File: src/rtl/uart_pkg.sv
// Shared UART definitions: frame FSM states, default SOF marker and the
// clocks-per-bit helper also used by the byte receiver and transmitter.
package uart_pkg;

    typedef enum logic [2:0] {
        ST_IDLE,
        ST_LEN,
        ST_PAYLOAD,
        ST_CHK,
        ST_HOLD
    } frame_state_t;

    localparam logic [7:0] SOF_BYTE_DEFAULT = 8'hA5;

    function automatic int div_cnt(input int clk_freq, input int baud_rate);
        return clk_freq / baud_rate;
    endfunction

    localparam int DIV_CNT = div_cnt(27000000, 115200);

endpackage

File: src/rtl/uart_frame_buf.sv
// Payload buffer: one write port, one registered read port. Storage is not
// reset; only the read register is.
module uart_frame_buf
    import uart_pkg::*;
#(
    parameter int DEPTH  = 16,
    parameter int ADDR_W = $clog2(DEPTH)
) (
    input  logic              clk,
    input  logic              rst_n,
    input  logic              we,
    input  logic [ADDR_W-1:0] wr_addr,
    input  logic [7:0]        wr_data,
    input  logic [ADDR_W-1:0] rd_addr,
    output logic [7:0]        rd_data
);

    logic [7:0] mem [DEPTH];

    always_ff @(posedge clk) begin
        if (we) begin
            mem[wr_addr] <= wr_data;
        end
    end

    always_ff @(posedge clk or negedge rst_n) begin
        if (!rst_n) begin
            rd_data <= 8'h00;
        end else begin
            rd_data <= mem[rd_addr];
        end
    end

endmodule

File: src/rtl/uart_rx_frame_ctrl.sv
// Frame assembler behind the UART byte receiver: SOF, LEN, payload, XOR
// checksum; holds a good frame until the consumer acknowledges it.
//
// state      | meaning
// -----------+-----------------------------------------------------------
// ST_IDLE    | hunting for SOF, other bytes dropped silently
// ST_LEN     | waiting for the length byte
// ST_PAYLOAD | writing payload bytes into the buffer
// ST_CHK     | waiting for the checksum byte
// ST_HOLD    | good frame exposed, waiting for frame_ack
module uart_rx_frame_ctrl
    import uart_pkg::*;
#(
    parameter int         CLK_FREQ      = 27000000,
    parameter int         BAUD_RATE     = 115200,
    parameter int         MAX_LEN       = 16,
    parameter logic [7:0] SOF_BYTE      = SOF_BYTE_DEFAULT,
    parameter int         TIMEOUT_BYTES = 4,
    localparam int        LEN_W         = $clog2(MAX_LEN + 1),
    localparam int        ADDR_W        = $clog2(MAX_LEN)
) (
    input  logic              clk,
    input  logic              rst_n,
    input  logic [7:0]        rx_data,
    input  logic              rx_done,
    output logic              frame_valid,
    output logic [LEN_W-1:0]  frame_len,
    input  logic [ADDR_W-1:0] rd_addr,
    output logic [7:0]        rd_data,
    input  logic              frame_ack,
    output logic              err_len,
    output logic              err_chk,
    output logic              err_timeout,
    output logic              err_overrun
);

    localparam logic [31:0] TMO_LIMIT =
        32'(TIMEOUT_BYTES * 10 * div_cnt(CLK_FREQ, BAUD_RATE));
    localparam logic [8:0]  MAX_LEN_9 = 9'(MAX_LEN);

    frame_state_t      state;
    logic [LEN_W-1:0]  len_q;
    logic [LEN_W-1:0]  idx_q;
    logic [7:0]        chk_q;
    logic [31:0]       tmo_cnt;

    logic              tmo_run;
    logic              tmo_hit;
    logic              len_bad;
    logic              buf_we;

    assign tmo_run = (state == ST_LEN) || (state == ST_PAYLOAD) || (state == ST_CHK);
    // A byte landing on the expiry cycle wins over the timeout.
    assign tmo_hit = tmo_run && !rx_done && (tmo_cnt == TMO_LIMIT - 32'd1);
    assign len_bad = (rx_data == 8'h00) || ({1'b0, rx_data} > MAX_LEN_9);
    assign buf_we  = (state == ST_PAYLOAD) && rx_done;

    uart_frame_buf #(
        .DEPTH  (MAX_LEN),
        .ADDR_W (ADDR_W)
    ) u_buf (
        .clk     (clk),
        .rst_n   (rst_n),
        .we      (buf_we),
        .wr_addr (idx_q[ADDR_W-1:0]),
        .wr_data (rx_data),
        .rd_addr (rd_addr),
        .rd_data (rd_data)
    );

    always_ff @(posedge clk or negedge rst_n) begin
        if (!rst_n) begin
            state       <= ST_IDLE;
            len_q       <= '0;
            idx_q       <= '0;
            chk_q       <= 8'h00;
            tmo_cnt     <= 32'd0;
            frame_valid <= 1'b0;
            frame_len   <= '0;
            err_len     <= 1'b0;
            err_chk     <= 1'b0;
            err_timeout <= 1'b0;
            err_overrun <= 1'b0;
        end else begin
            err_len     <= 1'b0;
            err_chk     <= 1'b0;
            err_timeout <= 1'b0;
            err_overrun <= 1'b0;

            unique case (state)
                ST_IDLE: begin
                    if (rx_done && rx_data == SOF_BYTE) begin
                        state <= ST_LEN;
                    end
                end
                ST_LEN: begin
                    if (rx_done) begin
                        if (len_bad) begin
                            err_len <= 1'b1;
                            state   <= ST_IDLE;
                        end else begin
                            len_q <= LEN_W'(rx_data);
                            chk_q <= rx_data;
                            idx_q <= '0;
                            state <= ST_PAYLOAD;
                        end
                    end else if (tmo_hit) begin
                        err_timeout <= 1'b1;
                        state       <= ST_IDLE;
                    end
                end
                ST_PAYLOAD: begin
                    if (rx_done) begin
                        chk_q <= chk_q ^ rx_data;
                        idx_q <= idx_q + LEN_W'(1);
                        if ((idx_q + LEN_W'(1)) == len_q) begin
                            state <= ST_CHK;
                        end
                    end else if (tmo_hit) begin
                        err_timeout <= 1'b1;
                        state       <= ST_IDLE;
                    end
                end
                ST_CHK: begin
                    if (rx_done) begin
                        if (rx_data == chk_q) begin
                            frame_valid <= 1'b1;
                            frame_len   <= len_q;
                            state       <= ST_HOLD;
                        end else begin
                            err_chk <= 1'b1;
                            state   <= ST_IDLE;
                        end
                    end else if (tmo_hit) begin
                        err_timeout <= 1'b1;
                        state       <= ST_IDLE;
                    end
                end
                ST_HOLD: begin
                    if (rx_done) begin
                        err_overrun <= 1'b1;
                    end
                    if (frame_ack) begin
                        frame_valid <= 1'b0;
                        state       <= ST_IDLE;
                    end
                end
                default: begin
                    state <= ST_IDLE;
                end
            endcase

            // Idle in IDLE/HOLD; restarts on every byte and on expiry.
            if (tmo_run && !rx_done && !tmo_hit) begin
                tmo_cnt <= tmo_cnt + 32'd1;
            end else begin
                tmo_cnt <= 32'd0;
            end
        end
    end

endmodule

File: config.mk
export PLATFORM = sky130hd
export DESIGN_NAME = uart_rx_frame_ctrl
export DESIGN_NICKNAME = d
export VERILOG_FILES = /design/src/rtl/uart_pkg.sv /design/src/rtl/uart_frame_buf.sv /design/src/rtl/uart_rx_frame_ctrl.sv
export SDC_FILE = /design/constraint.sdc
export NUM_CORES = 1
export LEC_CHECK = 0
export ABC_AREA = 1
export CAP_MARGIN = 40
export CORE_ASPECT_RATIO = 0.7
export CORE_MARGIN = 3
export CORE_UTILIZATION = 45
export DETAILED_ROUTE_END_ITERATION = 8
export PLACE_DENSITY = 0.66
export SLEW_MARGIN = 0
export SYNTH_ARGS = -nofsm -noshare
export SYNTH_HDL_FRONTEND = slang
export SYNTH_SLANG_ARGS = --single-unit
export TNS_END_PERCENT = 20
File: constraint.sdc
create_clock -name clk -period 3.79 [get_ports clk]
set_input_delay 0.758 -clock clk [delete_from_list [all_inputs] [get_ports clk]]
set_output_delay 0.758 -clock clk [all_outputs]
set_load 0.02 [all_outputs]
; After elaboration in Yosys (flattened, before gate mapping)
; Memory sizes are Yosys's and may differ from the RTL's. A register that Yosys moved wholly into a read port is not among the register bits.
; Index checks and enable logic that the tools add are counted.
[word_totals]
word_cells = 90
inputBits = 16
ff_bits = 63
n_memories = 1
mem_bits_ro = 0
ram_bits = 128
latch_bits = 0
[mem_list]
columns = memory, depth, width, rd, rd_ports_with_merged_regs, write_ports, line
row1 = u_buf.mem, 16, 8, 1, 1, 1, uart_frame_buf.sv:18  ; logic [7:0] mem [DEPTH];
[classes]
magnitude_cmp = 1
reduce_logical = 21
div = 0
mul = 0
bitwise = 2
n_shift = 0
n_mux = 36
n_addsub = 2
eq_ne = 16
[op_table]
columns = cell, n
row1 = $add 32x1->32 const B, 1
row2 = $eq 32x14->1 const B, 1
row3 = $mux 32, 1
row4 = $mux 3, 8
row5 = $mux 8, 3
row6 = $mux 1, 16
row7 = $pmux 8 s2, 1
row8 = $mux 5, 3
row9 = $pmux 3 s5, 1
row10 = $ne 2x2->1 const B, 6
row11 = $pmux 5 s2, 1
row12 = $reduce_and 3->1, 3
row13 = $eq 8x8->1, 1
row14 = $eq 8x8->1 const B, 1
row15 = $gt 8x5->1 const B, 1
row16 = $logic_not 8->1, 1
row17 = $reduce_and 4->1, 2
row18 = $xor 8x8->8, 1
row19 = $eq 3x2->1 const B, 2
row20 = $add 5x1->5 const B, 1
row21 = $eq 5x5->1, 1
row22 = $logic_and 1x1->1, 5
row23 = $reduce_bool 2->1, 2
row24 = $eq 3x1->1 const B, 1
row25 = 10 further kinds, 14

; Logic depth before layout (Yosys ltp)
; Gate-level depths: netlist of run 1.
[logic_depth]
depth_word = 8
depth_mapped = 10

; Cells and area by module
; Synthesis of run 1 repeated with hierarchy kept, for this count alone.
[unflattened]
cells_unflattened = 1041
area_unflattened_um2 = 9509.1
[modules_own_cells]
columns = mod, area_per_inst_um2, cells_per_inst, instances
row1 = uart_frame_buf, 5813.1, 551, 1
row2 = uart_rx_frame_ctrl, 3696.0, 490, 1

; Worst setup path before layout of run 1
; Ideal clock, no wire load.
[synth_timing]
kind = input-to-reg
from = input port rx_done
to = memory u_buf.mem[11][0], enable pin
path_buffers = 0
setup_slack_ps = 1753
arrival_ps = 1654
setup_time_ps = 383
stages = 4
path_cell_list = inv_2 -> nor2_8 -> inv_4 -> nor3_1
[synth_via]
elab_chain_len = 3
[synth_rtl]
columns = item, line
row1 = from (decl), uart_rx_frame_ctrl.sv:25  ; input logic rx_done,
row2 = $logic_and 1x1->1, uart_rx_frame_ctrl.sv:56  ; assign buf_we = (state == ST_PAYLOAD) && rx_done;
row3 = $mux 1, uart_frame_buf.sv:21  ; if (we) begin
row4 = $mux 1 (not written as such), uart_frame_buf.sv:22  ; mem[wr_addr] <= wr_data;
row5 = to (decl), uart_frame_buf.sv:18
; No other way between the ends.

; Worst setup path after layout of run 1
[layout_timing]
from = input port rx_done
to = memory u_buf.mem[12][6], enable pin
; Same word-level chain as after synthesis.

==> results.yml, run 1 <==
global_route:
  met1_usage_pct: 32.71
  grtUsageMet3_pct: 4.235
  antenna_found_initial: 0
  grt_max_degree: 65
  track_usage_pct: 20.51
  top_usage_layer: "met1"
  grt_pass1_wl_mm: 33.81
  overflow: 0
  grtUsageMet2_pct: 28.48
  grt_pass1_vias: 6105
synth:
  synth-compound-area-share_pct: 9.040
  synthAdderAreaFrac_pct: 0.7040
  synth-edff-count: 128
  ys_warn_count: 0
  synth_seq_area_share_pct: 63.25
  synth-simple-area-share_pct: 20.18
  synth_top_family_by_area: "simple AND/OR/NAND/NOR gates"
  synth_ff_type: "edfxtp_1"
  synthesis.nets: 893
  synth.distinct_cells: 36
  synthesis.area_um2: 8886
  synthMuxAreaShare_pct: 0
  synth_cells: 872
  ys_async_sr_fraction_pct: 35.68
  yosys_register_bits: 199
  syn_avg_cell_area_um2: 10.19
  synthXorXnorAreaFrac_pct: 2.464
routing:
  drc_errors: 0
  vias_per_cell: 5.369
  vias: 6448
  finalWirelength_mm: 21.20
  drtIter0Drc: 579
  drtAntennaViolNets: 0
  dr.pass1.iters: 5
  wire_per_inst_um: 17.65
power_and_ir_drop:
  power_leakage_nw: 3.784
  p_per_area_nw_per_um2: 499.2
  ir_drop_mv: 0.3045
timing:
  drv_slew: 0
  final_hold_viol_count: 0
  tns_ns: 0
  fin_worst_skew_ns: 0.01723
  rsz0062_at_grt: "no"
  max-slew-margin-rel_pct: 48.32
  finalSetupViolations: 0
  post-route-period-util_pct: 64.68
  fin_crit_ns: 2.451
  tightest_slew_ns: 0.7723
  fmax_mhz: 407.9
cts:
  cts_sinks: 199
  clk_latency_ns: 0.44
  hold_buffers: 0
  cts_tree: "yes"
  htree_levels: 4
  cts_made_buffers: 17
  postCtsResizedCells: 0
  path_clk_slew_ns: 0.07
  clockRootBuffer: "clkbuf_16"
  post-cts-setup-buffers: 0
  clockBufferDepth: 2
floorplanning:
  dieArea_um2: 21500
  die_h_um: 123.6
  coreArea_um2: 19130
  die_x_um: 174.0
  row_count: 42
  start_util_pct: 46.45
  boundaryPins: 34
final_layout:
  fin_nets: 946
  postLayoutCellArea_um2: 10220
  drive_above_1_share_pct: 10.78
  layout_common_cells: "nand2_1, nor2_1, edfxtp_1"
  instances_no_fill: 1201
  area_growth_syn_to_layout_pct: 15.01
  antenna_cells: 0
place:
  dpl-instance-area_um2: 9678
  gp_congestion: 0.8880
  hpwl_mm: 14.37
  port_buffers: 33
  dp.cells: 1170
hold_path:
  min_path_type: "in2async"
worst_setup_path:
  critPathMaxFanout: 10
  crit_required_ns: 3.86
  end_kind: "flop"
  cp-start-kind: "input port"
  cp.arrival_ns: 2.52
  path_class: "in2reg"
flow_run:
  drv_cap: 0
outcome:
  status: "finished, final reports clean"
[sequential cells by signal (all words and copies together), names as in the netlist]
name	count
chk_q	8
err_chk	1
err_len	1
err_overrun	1
err_timeout	1
frame_len	5
frame_valid	1
idx_q	5
len_q	5
state	3
tmo_cnt	32
u_buf.mem	128
u_buf.rd_data	8
[cells in the mapped netlist, types with 2 or more instances]
master	number	area share, %
dfrtp_1	71	20
nand2_2	11	0.77
buf_4	3	0.25
clkbuf_1	21	0.89
ha_1	5	0.70
nor2_2	4	0.28
o221ai_1	28	2.8
inv_1	55	2.3
o22ai_1	4	0.28
inv_4	2	0.14
o211ai_1	5	0.42
nor3_2	2	0.23
xnor2_1	7	0.69
a21oi_1	5	0.28
nor3_1	30	1.7
nand3_1	42	2.4
xor2_1	18	1.8
inv_2	6	0.25
buf_2	5	0.28
nand4_1	6	0.42
o21ai_0	77	4.3
o21ai_2	5	0.49
nor2_1	159	6.7
nand2_1	159	6.7
o21ai_1	3	0.17
nor2_4	2	0.25
edfxtp_1	128	43
[power by group]
group | internal [mW] | switching [mW] | total (mW)
Combinational | 0.282 | 0.571 | 0.853
Clock | 0.854 | 0.829 | 1.68
Sequential | 2.45 | 0.111 | 2.57
Total | 3.59 | 1.51 | 5.10
[worst max-delay path, cell delays in order]
cell and delay [ns]:
clkdlybuf4s50_1 0.62, inv_2 0.16, nor2_8 0.22, nand2_1 0.14, nor2_1 0.61
[layout make-up]
type	count	area (µm²)
clock buffer	17	425.4
clock inverter	14	116.4
fill	1717	8909
inverter	63	241.5
multi-input combinational	580	2878
sequential	199	5620
tap	264	330.3
timing repair buffer	64	608.1
[logic make-up after synthesis]
family,count (synthesis)
simple gates,420
buf+inv,93
fa+ha+maj,5
flops,199
compound gates,130
xor+xnor,25
[routing by layer]
layer	share of wire, %	wire (µm)
met5	0	0
met4	0.85	181
met3	7.5	1589
met2	41	8743
met1	50	10680
[path summary, 6_finish.rpt]
| check | start | endpoint | slack [ns] | cells after the start |
|---|---|---|---|---|
| max in group asynchronous | rst_n | frame_len[3]$_DFFE_PN0P_ | 2.99 | 2 |
| hold / removal | rst_n | tmo_cnt[24]$_DFF_PN0_ | 0.23 | 1 |
| setup / recovery | rx_done | u_buf.mem[12][6]$_DFFE_PP_ | 1.34 | 5 |
| min in group clk | frame_len[3]$_DFFE_PN0P_ | frame_len[3]$_DFFE_PN0P_ | 0.49 | 2 |
| setup reg to reg | state[2]$_DFFE_PN0P_ | u_buf.mem[12][6]$_DFFE_PP_ | 1.51 | 7 |
| hold reg to reg | frame_len[3]$_DFFE_PN0P_ | frame_len[3]$_DFFE_PN0P_ | 0.49 | 2 |
[metrics by stage]
step           hold WS [ns]  power [mW]  setup WS, ns  utilization [%]
2_1_floorplan        0.4610       3.188         1.753                -
5_1_grt              0.2383       5.347         1.239            53.43
3_5_place_dp         0.4728       3.458        0.8889            50.60
3_3_place_gp         0.4802       3.438        0.9296            50.20
4_1_cts              0.2295       5.124         1.352            53.43
6_report             0.2312       5.102         1.339            53.43
Power figures use the tool's default switching activity.
==> run 2, diff against run 1 <==
--- a/config.mk
+++ b/config.mk
@@ -11,7 +11,7 @@
 export CORE_MARGIN = 3
 export CORE_UTILIZATION = 45
 export DETAILED_ROUTE_END_ITERATION = 8
-export PLACE_DENSITY = 0.66
+export PLACE_DENSITY = 0.68
 export SLEW_MARGIN = 0
 export SYNTH_ARGS = -nofsm -noshare
 export SYNTH_HDL_FRONTEND = slang
==> constraint.sdc (replaced) <==
create_clock -name clk -period 2.1 [get_ports clk]
set_input_delay 0.42 -clock clk [delete_from_list [all_inputs] [get_ports clk]]
set_output_delay 0.42 -clock clk [all_outputs]
set_load 0.02 [all_outputs]
==> results.yml, run 2 (synthesis gave the netlist of run 1 again) <==
timing:
  rsz0062_at_grt: "no"
  fmax_mhz: 541.1
  fin_crit_ns: 1.848
  max-slew-margin-rel_pct: 66.55
  fin_worst_skew_ns: 0.009402
  tns_ns: 0
  tightest_slew_ns: 0.5018
  drv_slew: 0
  post-route-period-util_pct: 88.00
  finalSetupViolations: 0
  final_hold_viol_count: 0
routing:
  drtIter0Drc: 718
  dr.pass1.iters: 6
  vias: 6501
  drc_errors: 0
  wire_per_inst_um: 17.18
  drtAntennaViolNets: 0
  finalWirelength_mm: 21.13
  vias_per_cell: 5.285
worst_setup_path:
  critPathMaxFanout: 1
  cp_slowest_cell: "clkdlybuf4s50_1"
  cp_cell_sequence: "clkdlybuf4s50_1"
  crit_required_ns: 1.68
  path_class: "reg2out"
  end_kind: "output port"
  cp.arrival_ns: 1.43
  crit_buf_inv: 1
  cp-start-kind: "flop"
  r2r_slack_ns: 0.32
  crit_family: "buffers and inverters"
  cp_slowest_stage_delay_ns: 0.62
power_and_ir_drop:
  p_switching_mw: 2.792
  power_leakage_nw: 3.937
  p_seq_share_pct: 49.2
  clkPwrFrac_pct: 33.1
  combPwrFrac_pct: 17.7
  p_per_area_nw_per_um2: 903.0
  power.internal_mw: 6.634
  power_mw: 9.425
  sw_frac_of_total_pct: 29.62
  ir_drop_mv: 0.4979
outcome:
  status: "finished, final reports clean"
cts:
  cts_tree: "yes"
  clk_latency_ns: 0.44
  cts_sinks: 199
  postCtsResizedCells: 0
  clockRootBuffer: "clkbuf_16"
  cts_made_buffers: 17
  path_clk_slew_ns: 0.07
  post-cts-setup-buffers: 0
  htree_levels: 4
  clockBufferDepth: 2
place:
  port_buffers: 33
  hpwl_mm: 14.75
  dp.cells: 1197
  gp_congestion: 0.9453
floorplanning:
  start_util_pct: 46.45
  die_h_um: 123.6
  coreArea_um2: 19130
  boundaryPins: 34
  row_count: 42
  die_x_um: 174.0
  dieArea_um2: 21500
global_route:
  grtUsageMet2_pct: 29.97
  grt_max_degree: 37
  met1_usage_pct: 31.85
  overflow: 0
  grtUsageMet3_pct: 4.174
  grt_pass1_wl_mm: 34.18
  track_usage_pct: 20.66
  grt_pass1_vias: 6211
  top_usage_layer: "met1"
  antenna_found_initial: 0
final_layout:
  reg_top3: "u_buf.mem x128, tmo_cnt x32"
  antenna_cells: 0
  layout_common_cells: "nand2_1, nor2_1, edfxtp_1"
  area_growth_syn_to_layout_pct: 17.46
  nFillCells: 1699
  top_register: "u_buf.mem"
  fin_nets: 974
  largest_register_ff_count: 128
  instances_no_fill: 1230
  drive_above_1_share_pct: 13.15
hold_path:
  min_path_type: "in2async"
flow_run:
  drv_cap: 0
## run 2: metal layers
metal  up-vias  routed length [µm]
met1      3111               10270
li1       3140                   -
met5         -                   0
met3        20                1563
met4         0                 268
met2       230                9030
## run 2: final cells by class
type / count / area (µm²) / area share (%)
clock buffer: 21 / 460.4 / 4.411
clock inverter: 11 / 88.84 / 0.8511
tap: 264 / 330.3 / 3.165
timing repair buffer: 92 / 818.3 / 7.840
multi-input combinational: 580 / 2878 / 27.57
inverter: 63 / 241.5 / 2.314
sequential: 199 / 5620 / 53.85
## run 2: worst paths after layout
kind	to	start	depth (start not counted)
setup / recovery	err_len	err_len$_DFF_PN0_	1
hold / removal	tmo_cnt[8]$_DFF_PN0_	rst_n	2
setup reg to reg	u_buf.mem[14][0]$_DFFE_PP_	state[2]$_DFFE_PN0P_	8
hold reg to reg	frame_len[1]$_DFFE_PN0P_	frame_len[1]$_DFFE_PN0P_	2
max in group asynchronous	len_q[2]$_DFFE_PN0P_	rst_n	3
min in group clk	frame_len[1]$_DFFE_PN0P_	frame_len[1]$_DFFE_PN0P_	2
## run 2: power groups by stage
stage	Clock (mW)	Sequential [mW]	Combinational [mW]
floorplan	0	4.68	1.07
detailed placement	0	4.70	1.66
CTS	3.18	4.63	1.67
finish	3.12	4.63	1.67
global route	3.34	4.66	1.87
global placement	0	4.70	1.63
## run 2: stage by stage
step / instance area, µm² / utilization (%) / setup WS [ns] / hold WS [ns]
after floorplan: 8886 / - / 0.1139 / 0.1244
after global placement: 9878 / 51.64 / -0.008865 / 0.4375
after detailed placement: 9878 / 51.64 / -0.1034 / 0.4412
after CTS: 10440 / 54.57 / 0.2304 / 0.4942
after global routing: 10440 / 54.57 / 0.1681 / 0.5285
final: 10440 / 54.57 / 0.2521 / 0.4898
## run 2: what timing repair did
item,4_1_cts,5_1_grt
setup endpoints to repair,0,0
hold buffers,1,0
hold endpoints to repair,33,0
